`config.mk`:
```
export PLATFORM = sky130hd
export DESIGN_NAME = fetch_decode_queue_flat
export DESIGN_NICKNAME = d
export VERILOG_FILES = /design/src/rtl/fetch_decode_queue_if.sv /design/src/rtl/fetch_decode_queue.sv /design/src/flat_wrapper.sv
export SDC_FILE = /design/constraint.sdc
export NUM_CORES = 1
export LEC_CHECK = 0
export BUFFER_PORTS_ARGS = -buffer_cell sky130_fd_sc_hd__buf_4
export CAP_MARGIN = 0
export CORE_AREA = 2 2 216 218
export DETAILED_ROUTE_END_ITERATION = 8
export DIE_AREA = 0 0 218 220
export PLACE_DENSITY = 0.53
export SYNTH_ARGS = -nofsm -noshare
export SYNTH_HDL_FRONTEND = slang
export SYNTH_SLANG_ARGS = --single-unit
```
`constraint.sdc`:
```
create_clock -name CLK -period 8.73 [get_ports CLK]
set_clock_uncertainty 0.1 [all_clocks]
set_input_delay 0.873 -clock CLK [delete_from_list [all_inputs] [get_ports CLK]]
set_output_delay 0.873 -clock CLK [all_outputs]
set_load 0.05 [all_outputs]
```
`src/rtl/fetch_decode_queue_if.sv`:
```
// Fetch/decode queue handshake and head-field bundle.
// master drives fetch/decode requests, slave is the queue.
interface fetch_decode_queue_if #(
  parameter int WIDTH = 32,
  parameter int DEPTH = 4
);
  logic                           ihit;
  logic [WIDTH-1:0]               instr_in;
  logic [WIDTH-1:0]               npc_in;
  logic                           flush;
  logic                           pop;
  logic                           ext_op;
  logic                           accept;
  logic                           full;
  logic [$clog2(DEPTH+1)-1:0]     count;
  logic                           valid;
  logic [WIDTH-1:0]               instr;
  logic [WIDTH-1:0]               npc;
  logic [4:0]                     rs;
  logic [4:0]                     rt;
  logic [4:0]                     rd;
  logic [WIDTH-1:0]               shamt;
  logic [WIDTH-1:0]               imm;
  logic [WIDTH-1:0]               lui;
  logic                           halt;

  modport master (
    output ihit, instr_in, npc_in, flush, pop, ext_op,
    input  accept, full, count, valid, instr, npc,
    input  rs, rt, rd, shamt, imm, lui, halt
  );

  modport slave (
    input  ihit, instr_in, npc_in, flush, pop, ext_op,
    output accept, full, count, valid, instr, npc,
    output rs, rt, rd, shamt, imm, lui, halt
  );
endinterface

```
`src/rtl/fetch_decode_queue.sv`:
```
// IF/ID instruction FIFO with flush, halt blocking and field split.
// Define FDQ_BYPASS_EN to let an empty queue fall through same-cycle.
module fetch_decode_queue #(
  parameter int WIDTH = 32,
  parameter int DEPTH = 4
) (
  input logic               CLK,
  input logic               RST,
  fetch_decode_queue_if.slave q
);
  localparam int AW = (DEPTH > 1) ? $clog2(DEPTH) : 1;
  localparam int CW = $clog2(DEPTH + 1);

  logic [WIDTH-1:0] instr_mem [DEPTH];
  logic [WIDTH-1:0] npc_mem   [DEPTH];
  logic [AW-1:0]    rd_ptr;
  logic [AW-1:0]    wr_ptr;
  logic [CW-1:0]    cnt;
  logic             halt_seen;

  logic             stored_valid;
  logic             byp;
  logic             byp_take;
  logic             pop_eff;
  logic             wr_en;
  logic             rd_en;
  logic [WIDTH-1:0] head_instr;
  logic [WIDTH-1:0] head_npc;

  assign stored_valid = (cnt != '0);
  assign q.full       = (cnt == CW'(DEPTH));
  assign q.count      = cnt;

`ifdef FDQ_BYPASS_EN
  assign byp = ~stored_valid & q.ihit & ~q.flush & ~halt_seen;
`else
  assign byp = 1'b0;
`endif

  assign q.valid  = stored_valid | byp;
  assign pop_eff  = q.pop & q.valid & ~q.flush;
  assign q.accept = q.ihit & ~q.flush & ~halt_seen
                  & (~q.full | pop_eff);

  // a bypassed word popped in the same cycle is never stored
  assign byp_take = byp & q.pop;
  assign wr_en    = q.accept & ~byp_take;
  assign rd_en    = pop_eff & stored_valid;

  // head select: stored entry, else fall-through word, else zero
  always_comb begin
    head_instr = '0;
    head_npc   = '0;
    if (stored_valid) begin
      head_instr = instr_mem[rd_ptr];
      head_npc   = npc_mem[rd_ptr];
    end else if (byp) begin
      head_instr = q.instr_in;
      head_npc   = q.npc_in;
    end
  end

  assign q.instr = head_instr;
  assign q.npc   = head_npc;
  assign q.rs    = head_instr[25:21];
  assign q.rt    = head_instr[20:16];
  assign q.rd    = head_instr[15:11];
  assign q.shamt = WIDTH'(head_instr[10:6]);
  assign q.imm   = q.ext_op
                 ? {{(WIDTH-16){head_instr[15]}}, head_instr[15:0]}
                 : WIDTH'(head_instr[15:0]);
  assign q.lui   = WIDTH'(head_instr[15:0]) << 16;
  assign q.halt  = q.valid & (head_instr[31:26] == 6'h3f);

  // storage array write; contents need no reset
  always_ff @(posedge CLK) begin
    if (wr_en) begin
      instr_mem[wr_ptr] <= q.instr_in;
      npc_mem[wr_ptr]   <= q.npc_in;
    end
  end

  // pointers, occupancy and sticky halt
  always_ff @(posedge CLK or posedge RST) begin
    if (RST) begin
      rd_ptr    <= '0;
      wr_ptr    <= '0;
      cnt       <= '0;
      halt_seen <= 1'b0;
    end else if (q.flush) begin
      rd_ptr    <= '0;
      wr_ptr    <= '0;
      cnt       <= '0;
      halt_seen <= 1'b0;
    end else begin
      if (wr_en) wr_ptr <= wr_ptr + 1'b1;
      if (rd_en) rd_ptr <= rd_ptr + 1'b1;
      unique case (1'b1)
        wr_en & ~rd_en: cnt <= cnt + 1'b1;
        rd_en & ~wr_en: cnt <= cnt - 1'b1;
        default: ;
      endcase
      if (q.accept && q.instr_in[31:26] == 6'h3f)
        halt_seen <= 1'b1;
    end
  end
endmodule

```
`src/flat_wrapper.sv`:
```
// flat-port wrapper written by rule: the top's interface ports become plain ports
module fetch_decode_queue_flat 
#(
  parameter int WIDTH = 32,
  parameter int DEPTH = 4
)
  (CLK, RST, q_ihit, q_instr_in, q_npc_in, q_flush, q_pop, q_ext_op, q_accept, q_full, q_count, q_valid, q_instr, q_npc, q_rs, q_rt, q_rd, q_shamt, q_imm, q_lui, q_halt);
  fetch_decode_queue_if #(.WIDTH(WIDTH), .DEPTH(DEPTH)) q_i ();
  input logic CLK;
  input logic RST;
  input wire logic [$bits(q_i.ihit)-1:0] q_ihit;
  input wire logic [$bits(q_i.instr_in)-1:0] q_instr_in;
  input wire logic [$bits(q_i.npc_in)-1:0] q_npc_in;
  input wire logic [$bits(q_i.flush)-1:0] q_flush;
  input wire logic [$bits(q_i.pop)-1:0] q_pop;
  input wire logic [$bits(q_i.ext_op)-1:0] q_ext_op;
  output wire logic [$bits(q_i.accept)-1:0] q_accept;
  output wire logic [$bits(q_i.full)-1:0] q_full;
  output wire logic [$bits(q_i.count)-1:0] q_count;
  output wire logic [$bits(q_i.valid)-1:0] q_valid;
  output wire logic [$bits(q_i.instr)-1:0] q_instr;
  output wire logic [$bits(q_i.npc)-1:0] q_npc;
  output wire logic [$bits(q_i.rs)-1:0] q_rs;
  output wire logic [$bits(q_i.rt)-1:0] q_rt;
  output wire logic [$bits(q_i.rd)-1:0] q_rd;
  output wire logic [$bits(q_i.shamt)-1:0] q_shamt;
  output wire logic [$bits(q_i.imm)-1:0] q_imm;
  output wire logic [$bits(q_i.lui)-1:0] q_lui;
  output wire logic [$bits(q_i.halt)-1:0] q_halt;
  assign q_i.ihit = q_ihit;
  assign q_i.instr_in = q_instr_in;
  assign q_i.npc_in = q_npc_in;
  assign q_i.flush = q_flush;
  assign q_i.pop = q_pop;
  assign q_i.ext_op = q_ext_op;
  assign q_accept = q_i.accept;
  assign q_full = q_i.full;
  assign q_count = q_i.count;
  assign q_valid = q_i.valid;
  assign q_instr = q_i.instr;
  assign q_npc = q_i.npc;
  assign q_rs = q_i.rs;
  assign q_rt = q_i.rt;
  assign q_rd = q_i.rd;
  assign q_shamt = q_i.shamt;
  assign q_imm = q_i.imm;
  assign q_lui = q_i.lui;
  assign q_halt = q_i.halt;
  fetch_decode_queue #(.WIDTH(WIDTH), .DEPTH(DEPTH)) u_core (.CLK(CLK), .RST(RST), .q(q_i));
endmodule
```
; ---- Yosys cells after proc, flatten, opt, wreduce, memory -nomap -nowiden
; Memory sizes are Yosys's and may differ from the RTL's.
; Index checks and enable logic that the tools add are counted.
[op_classes]
n_addsub = 4
n_eq_ne = 3
mux = 13
bitwise_logic = 15
n_reduce_logical = 6
[op_table]
columns = operator, n
row1 = $mux W32, 3
row2 = $eq A6 B6 Y1 const B, 2
row3 = $and A1 B1 Y1, 9
row4 = $mux W2, 4
row5 = $pmux W3 S2, 1
row6 = $reduce_bool A2 Y1, 3
row7 = $reduce_bool A3 Y1, 2
row8 = $not A1 Y1, 5
row9 = $add A2 B1 Y2 const B, 2
row10 = $mux W1, 4
row11 = $add A3 B1 Y3 const B, 1
row12 = $eq A3 B3 Y1 const B, 1
row13 = $mux W3, 1
row14 = $sub A3 B1 Y3 const B, 1
row15 = $logic_and A1 B1 Y1, 1
row16 = $or A1 B1 Y1, 1
[totals]
reg_bits = 8
ramBits = 256
input_bits = 70
out_inout_bits = 182
elab_cells = 47
memories = 2
[memory_table]
columns = name, depth, width, read_ports, rd_ports_with_merged_regs, write_ports, line
row1 = u_core.instr_mem, 4, 32, 1, 0, 1, fetch_decode_queue.sv:14  ; logic [WIDTH-1:0] instr_mem [DEPTH];
row2 = u_core.npc_mem, 4, 32, 1, 0, 1, fetch_decode_queue.sv:15  ; logic [WIDTH-1:0] npc_mem [DEPTH];

; ---- Depth between registers and ports, before layout
; Gate-level depths: netlist of the first run.
[depth]
ltp_word = 9
ltp_mapped = 7
mapped_depth_nobuf = 7

; ---- Worst setup path after synthesis of the first run
; Ideal clock, no wire load.
[synth_path]
kind = input to register
start = input q_ihit
end = memory u_core.instr_mem[0][0], enable pin
setup_time_ns = 0.429
arrival_time_ns = 3.404
t_required_ns = 8.201
setup_slack_ns = 4.797
path_stages = 4
path_buffers = 0
path_cell_list = nand2b_1 > a31oi_1 > and2b_1 > and2_1
[synth_via]
elab_chain_cells = 5
[synth_lines]
columns = element, line
row1 = start: declaration, flat_wrapper.sv:11  ; input wire logic [$bits(q_i.ihit)-1:0] q_ihit;
row2 = $and A1 B1 Y1 (2 in a row), fetch_decode_queue.sv:42  ; assign q.accept = q.ihit & ~q.flush & ~halt_seen
row3 = $and A1 B1 Y1, fetch_decode_queue.sv:43  ; & (~q.full | pop_eff);
row4 = named net q_accept, flat_wrapper.sv:17  ; output wire logic [$bits(q_i.accept)-1:0] q_accept;
row5 = $mux W1, fetch_decode_queue.sv:77  ; if (wr_en) begin
row6 = $mux W1 (not written as such), fetch_decode_queue.sv:78  ; instr_mem[wr_ptr] <= q.instr_in;
row7 = end: declaration, fetch_decode_queue.sv:14
; The timed path passes the listed nets, and every way through them passes these cells.

; ---- Final worst setup path of the first run
[layout_path]
start = register u_core.rd_ptr[0]
end = output q_imm[23]
[layout_via]
elab_chain_cells = 3
[layout_lines]
columns = element, line
row1 = start: declaration, fetch_decode_queue.sv:16  ; logic [AW-1:0] rd_ptr;
row2 = start signal: assignment, fetch_decode_queue.sv:97  ; if (rd_en) rd_ptr <= rd_ptr + 1'b1;
row3 = $mem_v2 Z4 W32, --
row4 = $mux W32, fetch_decode_queue.sv:54  ; if (stored_valid) begin
row5 = $mux W32, fetch_decode_queue.sv:70  ; ? {{(WIDTH-16){head_instr[15]}}, head_instr[15:0]}
row6 = end: declaration, flat_wrapper.sv:27  ; output wire logic [$bits(q_i.imm)-1:0] q_imm;
; No other way between the ends.

==> results.txt, run 1 <==
Worst path slowest cell: dfrtp_4
Mean Syn Cell Area: 19.1 um2
Commonest non-fill, non-tap cell in the layout: edfxtp_1
Unique masters post-synth: 40
Post-Route WL: 23.5 mm
Final instance area: 13800 um2
Critical path launch point: u_core.rd_ptr[0]$_DFFE_PP0P_
Yosys reg bits: 264
Post-route DRC: 0
Worst r2r path cells: 5
Multi-input gate area: 2530 um2
Endpoints failing hold: 0
# nets final: 823
Resized Gates After CTS: 0
Min cycle time layout: 4.43 ns
Root Buffer: clkbuf_16
Largest net degree at the start of global routing: 68
GRT overflow: 0
Reg-to-reg slack, setup: 5.69 ns
Crit. End Element: output port
Hold_buf cts: 0
Initial Util: 0.247
Cell total after placement: 1322
CTS clk-pin slew, worst paths: 0.06 ns
Antenna cell count: 0
First-pass GRT wire length: 34.8 mm
CTS tree: yes
First-pass DRT Iterations: 4
Detailed-placement wirelength estimate: 13.8 mm
Post-Syn Area: 11300 um2
Final period util: 0.508
Peak Freq: 0.226 GHz
Cells after Synth: 593
Syn-to-layout area delta: 21.7%
Die Y: 220 um
Outcome: finished clean
PD cells: 316 nW/um2
Num rows: 79
Sum Neg Setup Slack: 0 ns
RR Endpoint: u_core.npc_mem[0][7]$_DFFE_PP_
Total GRT Usage: 0.0959
Total Power: 0.00434 W
Unrepaired setup endpoints after global routing: false
Critical path cell sequence: buf_4, mux4_1, and3_1, buf_4
Initial antenna violation count: 1
Seq/Total Area, Yosys: 0.698
Finish-stage setup viols: 0
Die area: 48000 um2
Clk_lat worst skew: 0.56 ns
Postcts setup bufs: 0
Placer Congestion: 0.650
Maxcap violations: 0
Startpoint types: register
Hold Crit Class: in -> async
Vias in the first global route: 5626
Worst Setup EP: q_imm[23]
Final std cells w/o fill: 1377
1st-iter DRT viols: 207
Register area: 7900 um2
Share of layout cells above drive strength 1: 0.387
Core area: 45900 um2
Port Buffers: 208
IO Count: 252
Slew Limit Fails: 0
Cell repeated most along the worst path: buf_4
Vias: 5487
CP required: 7.76 ns
Post-synth top flop: edfxtp_1
Maximum clock path buffer count: 3
Sink Count: 264
Vias per inst: 3.98
Antenna-violating nets left: 0
Die width: 218 um
H-tree depth: 1
Worst R2R Start: u_core.q.count[1]$_DFFE_PP0P_
Leakage Power: 4.92 nW
Number of buffers created by CTS: 31
Data arrival time of the critical path: 3.46 ns
Worst IR Drop VDD: 0.205 mV
Crit path kind: reg -> out
CP peak stage delay: 0.86 ns
Post-synth EDFFs: 256
Actual slew at the worst max-slew pin: 1.05 ns
Ys Warns: 0
Crit path max fanout: 35
Most frequent cells in the layout: edfxtp_1, buf_4, and2_1, conb_1, mux4_2
FILL cells: 4528
Ys async rst share: 0.0303
Rel. slew slack: 0.300
Avg WL per Cell: 17.1 um
Placed inst area: 12800 um2
==> worst max-delay path: cells and delay by family, from the launching register on <==
kind	cells	cell delay (ns)
simple gates	1	0.35
buf+inv	2	0.93
flops	1	0.86
mux	1	0.65
==> Yosys cell counts (2+ instances only) <==
library cell / instances / area, um2
a21oi_1: 2 / 10.0
a31oi_1: 2 / 12.5
and2_1: 68 / 425
and3_1: 3 / 18.8
and4_1: 2 / 17.5
buf_1: 4 / 15.0
buf_12: 5 / 100
buf_2: 5 / 25.0
buf_4: 110 / 826
buf_6: 3 / 33.8
clkbuf_1: 8 / 30.0
dfrtp_1: 8 / 200
edfxtp_1: 256 / 7690
ha_1: 4 / 50.1
inv_1: 6 / 22.5
mux4_1: 31 / 815
mux4_2: 33 / 743
nand2_1: 5 / 18.8
nand2b_1: 2 / 12.5
nand3_1: 5 / 25.0
nor2_1: 8 / 30.0
o21ai_0: 2 / 10.0
xnor2_1: 4 / 35.0
==> kinds of logic (layout without fill, tap and decap cells) <==
logic type	Yosys count	count (layout)	synth area share
simple gates	100	100	0.0530
compound gates	12	12	0.00719
other cells	1	43	0.000332
mux	65	65	0.139
fa+ha+maj	5	5	0.00620
xor+xnor	5	5	0.00387
buf+inv	141	276	0.0931
flops	264	264	0.698
==> area by class of cell <==
class / instances / area share
clock inverters: 18 / 0.0103
well taps: 607 / 0.0552
clock buffers: 37 / 0.0580
inverters: 6 / 0.00164
repair buffers: 215 / 0.117
flip-flops and latches: 264 / 0.574
multi-input cells: 230 / 0.184
==> stage by stage <==
| stage | setup slack [ns] | hold WS (ns) | util |
|---|---|---|---|
| floorplan | 4.80 | 0.380 | - |
| global placement | 4.84 | 0.407 | 0.280 |
| detailed placement | 4.80 | 0.435 | 0.280 |
| CTS | 4.19 | 0.155 | 0.300 |
| global route | 4.01 | 0.186 | 0.300 |
| finish | 4.30 | 0.184 | 0.300 |
==> per-layer routing <==
layer | global-route usage | up-vias | part of all wire
met5 | 0 | - | 0.00055
met4 | 0.0302 | 2 | 0.019
met3 | 0.0248 | 35 | 0.066
met2 | 0.163 | 188 | 0.49
met1 | 0.119 | 2795 | 0.42
li1 | - | 2467 | -
==> sequential cells by signal (all words and copies together) (netlist names) <==
signal	count
u_core.halt_seen	1
u_core.instr_mem	128
u_core.npc_mem	128
u_core.q.count	3
u_core.rd_ptr	2
u_core.wr_ptr	2
==> power breakdown <==
part / switching (W) / internal, W
clock network: 0.000493 / 0.000704
logic: 0.00116 / 0.000495
registers: 0.0000466 / 0.00144
total: 0.00170 / 0.00264
==> how the worst min path moves through the flow <==
stage / cells after the start / slack [ns] / from / end
finish: 2 / 0.18 / RST / u_core.halt_seen$_DFFE_PP0P_
global route: 2 / 0.19 / RST / u_core.rd_ptr[1]$_DFFE_PP0P_
CTS: 2 / 0.16 / RST / u_core.rd_ptr[1]$_DFFE_PP0P_
detailed placement: 2 / 0.43 / u_core.halt_seen$_DFFE_PP0P_ / u_core.halt_seen$_DFFE_PP0P_
global placement: 2 / 0.41 / u_core.halt_seen$_DFFE_PP0P_ / u_core.halt_seen$_DFFE_PP0P_
floorplan: 2 / 0.38 / u_core.halt_seen$_DFFE_PP0P_ / u_core.halt_seen$_DFFE_PP0P_
No activity file was read; power rests on OpenSTA's default activity.
==> run 2, diff against run 1 <==
Settings changed: ABC_AREA from default to 1, PLACE_DENSITY 0.53 to 0.54.
Clock period 8.73 ns to 3.56 ns, I/O delays scaled along.
==> results.txt, run 2 <==
GRT overflow: 0 (unchanged)
Yosys reg bits: 264 (unchanged)
Synth top cells by count: edfxtp_1, nor2_1, o21ai_0 (was edfxtp_1, buf_4, and2_1)
Antenna-violating nets left: 0 (unchanged)
Final period util: 0.878
Share of the synthesized area in the top cell type: 0.682 (was 0.680)
Avg WL per Cell: 14.8 um (was 17.1 um)
Crit path kind: reg -> out (unchanged)
Syn-to-layout area delta: 28.5% (was 21.7%)
Ys async rst share: 0.0303 (unchanged)
Data arrival time of the critical path: 2.67 ns (was 3.46 ns)
First-pass GRT wire length: 39.8 mm (was 34.8 mm)
Rel. slew slack: 0.432 (was 0.300)
Detailed-placement wirelength estimate: 15.7 mm (was 13.8 mm)
Cell with the most instances after synthesis: edfxtp_1 (unchanged)
Ys Warns: 0 (unchanged)
Actual slew at the worst max-slew pin: 0.852 ns (was 1.05 ns)
Register area: 7900 um2 (unchanged)
Yosys top cell by area: edfxtp_1 (unchanged)
Cell total after placement: 1664 (was 1322)
Mean Syn Cell Area: 11.9 um2 (was 19.1 um2)
PD cells: 825 nW/um2 (was 316 nW/um2)
Cells after Synth: 949 (was 593)
Leakage Power: 5.41 nW (was 4.92 nW)
Vias: 7407 (was 5487)
Met2 usage: 0.179 (was 0.163)
IO Count: 252 (unchanged)
Worst IR Drop VDD: 0.577 mV (was 0.205 mV)
Startpoint types: register (unchanged)
FILL cells: 4613 (was 4528)
Unrepaired setup endpoints after global routing: false (unchanged)
Multi-input gate area: 2440 um2 (was 2530 um2)
1st-iter DRT viols: 385 (was 207)
Die Y: 220 um (unchanged)
Post-Syn Area: 11300 um2 (about the same)
Global Route met1 Usage: 0.140 (was 0.119)
Postcts setup bufs: 0 (unchanged)
CP required: 3.10 ns (was 7.76 ns)
Die area: 48000 um2 (unchanged)
CTS tree: yes (unchanged)
Peak Freq: 0.320 GHz
Total GRT Usage: 0.106 (was 0.0959)
Hold Crit Class: in -> reg (was in -> async)
Seq/Total Area, Yosys: 0.700 (was 0.698)
Crit path max fanout: 35 (unchanged)
Most frequent cells in the layout: edfxtp_1, nor2_1, buf_4, o21ai_0, a21oi_1 (was edfxtp_1, buf_4, and2_1, conb_1, mux4_2)
Commonest non-fill, non-tap cell in the layout: edfxtp_1 (unchanged)
Post-route DRC: 0 (unchanged)
Num rows: 79 (unchanged)
Vias per inst: 4.15 (was 3.98)
Number of buffers created by CTS: 29 (was 31)
Sink Count: 264 (unchanged)
First-pass DRT Iterations: 4 (unchanged)
Die width: 218 um (unchanged)
# nets final: 1229 (was 823)
Gr busiest metal: met2 (unchanged)
Initial Util: 0.246 (was 0.247)
Min cycle time layout: 3.13 ns
Final std cells w/o fill: 1784 (was 1377)
Clk_lat worst skew: 0.54 ns (was 0.56 ns)
Placer Congestion: 0.708 (was 0.650)
Share of layout cells above drive strength 1: 0.235 (was 0.387)
Outcome: finished clean (unchanged)
Post-Route WL: 26.4 mm (was 23.5 mm)
Core area: 45900 um2 (unchanged)
Largest net degree at the start of global routing: 77 (was 68)
Unique masters post-synth: 29 (was 40)
Post-synth top flop: edfxtp_1 (unchanged)
Grt met3 use: 0.0185 (was 0.0248)
Crit. End Element: output port (unchanged)
Hold slack: 0.117 ns (was 0.184 ns)
Finish-stage setup viols: 0 (unchanged)
Largest cells by area after synthesis: edfxtp_1, nor2_1, buf_4, o21ai_0, a21oi_1 (was edfxtp_1, buf_4, mux4_1, mux4_2, and2_1)
H-tree depth: 1 (unchanged)
Initial antenna violation count: 2 (was 1)
Slew Limit Fails: 0 (unchanged)
Port Buffers: 208 (unchanged)
Post-synth EDFFs: 256 (unchanged)
Maxcap violations: 0 (unchanged)
Vias in the first global route: 7024 (was 5626)
Endpoints failing hold: 0 (unchanged)
Root Buffer: clkbuf_16 (unchanged)
CTS clk-pin slew, worst paths: 0.06 ns (about the same)
Maximum clock path buffer count: 3 (unchanged)
run 2: what timing repair did:
item	CTS	global route
hold endpoints to repair	266	0
gates resized for setup	0	0
hold buffers	66	0
run 2: cell type report:
| cell class | count | share of cell area |
|---|---|---|
| flip-flops and latches | 264 | 0.545 |
| multi-input cells | 548 | 0.168 |
| clock buffers | 36 | 0.0519 |
| well taps | 607 | 0.0524 |
| repair buffers | 290 | 0.164 |
| diodes | 1 | 0.000173 |
| inverters | 21 | 0.00561 |
| clock inverters | 17 | 0.0125 |
run 2: critical path, cell delays in order, from the launching register on:
cell	delay [ns]
dfrtp_4	0.55
inv_4	0.31
o21ai_0	0.18
a21oi_2	0.30
and2_1	0.48
buf_4	0.29
run 2: stage by stage:
step / power (W) / util / area (um2) / setup TNS, ns / setup slack (ns)
floorplan: 0.00794 / - / 11400 / -185.36 / -0.724
global placement: 0.00907 / 0.281 / 12900 / 0 / 0.984
detailed placement: 0.00909 / 0.281 / 12900 / 0 / 0.929
CTS: 0.0121 / 0.316 / 14500 / 0 / 0.325
global route: 0.0125 / 0.316 / 14500 / 0 / 0.181
finish: 0.0120 / 0.316 / 14500 / 0 / 0.434
run 2: per-layer routing:
metal / up-vias / part of all wire / routed length (um)
met5: - / 0.00049 / 13
met4: 2 / 0.020 / 522
met3: 50 / 0.052 / 1360
met2: 222 / 0.48 / 12500
met1: 3580 / 0.45 / 11900
li1: 3553 / - / -
run 2: power by group:
group | switching, W | internal, W | total (W)
registers | 0.0000721 | 0.00356 | 0.00363
clock network | 0.00116 | 0.00178 | 0.00294
logic | 0.00405 | 0.00134 | 0.00538
run 2: cell families after synthesis:
group	count (synthesis)	synth area share
simple gates	297	0.102
flops	264	0.700
compound gates	202	0.0901
buf+inv	179	0.101
fa+ha+maj	5	0.00622
xor+xnor	1	0.000777
other cells	1	0.000333
run 2: final timing paths:
| path | start | end | slack, ns | cells after the start |
|---|---|---|---|---|
| setup / recovery | u_core.rd_ptr[0]$_DFFE_PP0P_ | q_imm[23] | 0.43 | 5 |
| hold / removal | q_pop | u_core.q.count[0]$_DFFE_PP0P_ | 0.12 | 4 |
| setup reg to reg | u_core.q.count[0]$_DFFE_PP0P_ | u_core.npc_mem[3][23]$_DFFE_PP_ | 1.41 | 5 |
| hold reg to reg | u_core.halt_seen$_DFFE_PP0P_ | u_core.halt_seen$_DFFE_PP0P_ | 0.42 | 2 |
| max in group asynchronous | RST | u_core.rd_ptr[0]$_DFFE_PP0P_ | 2.86 | 3 |
| min in group asynchronous | RST | u_core.halt_seen$_DFFE_PP0P_ | 0.24 | 3 |
==> run 3, diff against run 2 <==
Settings changed: CORE_AREA 2 2 216 218 to 2 2 148 150, DIE_AREA 0 0 218 220 to 0 0 150 152, PLACE_DENSITY 0.54 to 0.89.
Clock period 3.56 ns to 3.3 ns, I/O delays scaled along.
==> results.txt, run 3 (same netlist as run 2, synthesis figures left out) <==
Startpoint types: register (unchanged)
Worst R2R Start: u_core.q.count[1]$_DFFE_PP0P_ (was u_core.q.count[0]$_DFFE_PP0P_)
H-tree depth: 1 (unchanged)
Sink Count: 264 (unchanged)
Most frequent cells in the layout: edfxtp_1, nor2_1, buf_4, o21ai_0, dlygate4sd3_1 (was edfxtp_1, nor2_1, buf_4, o21ai_0, a21oi_1)
Num rows: 54 (was 79)
Crit. End Element: output port (unchanged)
PD cells: 916 nW/um2 (was 825 nW/um2)
Port Buffers: 208 (unchanged)
Syn-to-layout area delta: 24.7% (was 28.5%)
Post-route DRC: 0 (unchanged)
Total GRT Usage: 0.226 (was 0.106)
GRT overflow: 0 (unchanged)
Die area: 22800 um2 (was 48000 um2)
Cell total after placement: 1340 (was 1664)
Finish-stage setup viols: 0 (unchanged)
Leakage Power: 5.40 nW (was 5.41 nW)
Total Power: 0.0129 W (was 0.0120 W)
CP required: 2.87 ns (was 3.10 ns)
Maxcap violations: 0 (unchanged)
IO Count: 252 (unchanged)
Share of layout cells above drive strength 1: 0.247 (was 0.235)
Endpoints failing hold: 0 (unchanged)
Crit path max fanout: 72 (was 35)
Actual slew at the worst max-slew pin: 0.767 ns (was 0.852 ns)
CTS clk-pin slew, worst paths: 0.06 ns (about the same)
Rel. slew slack: 0.488 (was 0.432)
Sum Neg Setup Slack: 0 ns (unchanged)
Slew Limit Fails: 0 (unchanged)
Post-Route WL: 26.6 mm (was 26.4 mm)
Gr busiest metal: met2 (unchanged)
Die width: 150 um (was 218 um)
Resized Gates After CTS: 0 (unchanged)
Number of buffers created by CTS: 26 (was 29)
Vias: 7748 (was 7407)
Antenna-violating nets left: 0 (unchanged)
Unrepaired setup endpoints after global routing: false (unchanged)
First-pass DRT Iterations: 5 (was 4)
Core area: 21400 um2 (was 45900 um2)
1st-iter DRT viols: 561 (was 385)
Met2 usage: 0.418 (was 0.179)
CTS tree: yes (unchanged)
Root Buffer: clkbuf_16 (unchanged)
Data arrival time of the critical path: 2.63 ns (was 2.67 ns)
Crit path kind: reg -> out (unchanged)
Vias in the first global route: 7599 (was 7024)
Hold Crit Class: in -> reg (unchanged)
Final core utilization: 0.658 (was 0.316)
Die Y: 152 um (was 220 um)
Worst IR Drop VDD: 0.614 mV (was 0.577 mV)
Largest net degree at the start of global routing: 73 (was 77)
Commonest non-fill, non-tap cell in the layout: edfxtp_1 (unchanged)
Clk_lat worst skew: 0.52 ns (was 0.54 ns)
Global Route met1 Usage: 0.262 (was 0.140)
Final std cells w/o fill: 1453 (was 1784)
# nets final: 1229 (unchanged)
Min cycle time layout: 3.06 ns
Avg WL per Cell: 18.3 um (was 14.8 um)
Initial Util: 0.528 (was 0.246)
First-pass GRT wire length: 40.3 mm (was 39.8 mm)
Placer Congestion: 0.791 (was 0.708)
Outcome: finished clean (unchanged)
Maximum clock path buffer count: 3 (unchanged)
Detailed-placement wirelength estimate: 15.5 mm (was 15.7 mm)
Worst Hold Launch: q_pop (unchanged)
Critical path launch point: u_core.rd_ptr[0]$_DFFE_PP0P_ (unchanged)
Peak Freq: 0.326 GHz
Final period util: 0.928
Initial antenna violation count: 1 (was 2)
Grt met3 use: 0.0378 (was 0.0185)
Vias per inst: 5.33 (was 4.15)
==> run 3: changes by cell type in the layout (fill, tap and decap cells not counted), sizes merged <==
cell,change
buf,+3
clkbuf,-3
clkinv,-4
clkinvlp,-1
inv,+1
==> run 3: metrics by stage <==
stage	cell area, um2	hold slack [ns]	setup slack, ns
2_1_floorplan	11500	0.0457	-0.984
3_3_place_gp	12500	0.214	0.923
3_5_place_dp	12500	0.226	0.820
4_1_cts	14100	0.0725	0.220
5_1_grt	14100	0.137	0.0653
6_report	14100	0.102	0.237
==> run 3: path summary, 6_finish.rpt <==
kind                                                  to  slack, ns  cells after the start
max                                               q_halt       0.24                      8
min                        u_core.q.count[2]$_DFFE_PP0P_       0.10                      4
max reg2reg                u_core.q.count[2]$_DFFE_PP0P_       1.12                     11
min reg2reg                 u_core.halt_seen$_DFFE_PP0P_       0.43                      2
max in group asynchronous   u_core.rd_ptr[0]$_DFFE_PP0P_       2.57                      3
min in group asynchronous   u_core.halt_seen$_DFFE_PP0P_       0.24                      3
==> run 3: what timing repair did <==
item | CTS | global route
endpoints found under the hold margin | 266 | 0
hold buffers | 66 | 0
setup buffers | 0 | 0
==> run 3: worst max-delay path, stage by stage (launching register included) <==
cell     delay, ns
dfrtp_4       0.45
buf_4         0.58
nand2_1       0.17
nand3_2       0.11
nand2_1       0.06
a21oi_2       0.16
nand3_1       0.12
nor2_1        0.20
buf_4         0.24
==> run 3: final cells by class <==
| type | instances | area [um2] |
|---|---|---|
| Sequential cell | 264 | 7890 |
| Fill cell | 1460 | 7300 |
| Multi-Input combinational cell | 548 | 2470 |
| Timing Repair Buffer | 293 | 2360 |
| Clock buffer | 33 | 718 |
| Tap cell | 280 | 350 |
| Clock inverter | 13 | 171 |
| Inverter | 21 | 81.3 |
| Antenna cell | 1 | 2.50 |
==> run 3: per-layer routing <==
| layer | wire (um) | vias to the layer above | share of wire |
|---|---|---|---|
| met3 | 1900 | 64 | 0.072 |
| met5 | 0 | - | 0 |
| met2 | 14300 | 425 | 0.54 |
| li1 | - | 3541 | - |
| met4 | 829 | 0 | 0.031 |
| met1 | 9590 | 3718 | 0.36 |
==> run 3: where the power goes <==
part	leakage, nW	internal [W]	switching, W	total (W)
clock network	0.439	0.00185	0.00121	0.00306
logic	2.54	0.00145	0.00447	0.00591
registers	2.43	0.00384	0.0000612	0.00390
total	5.40	0.00714	0.00573	0.0129
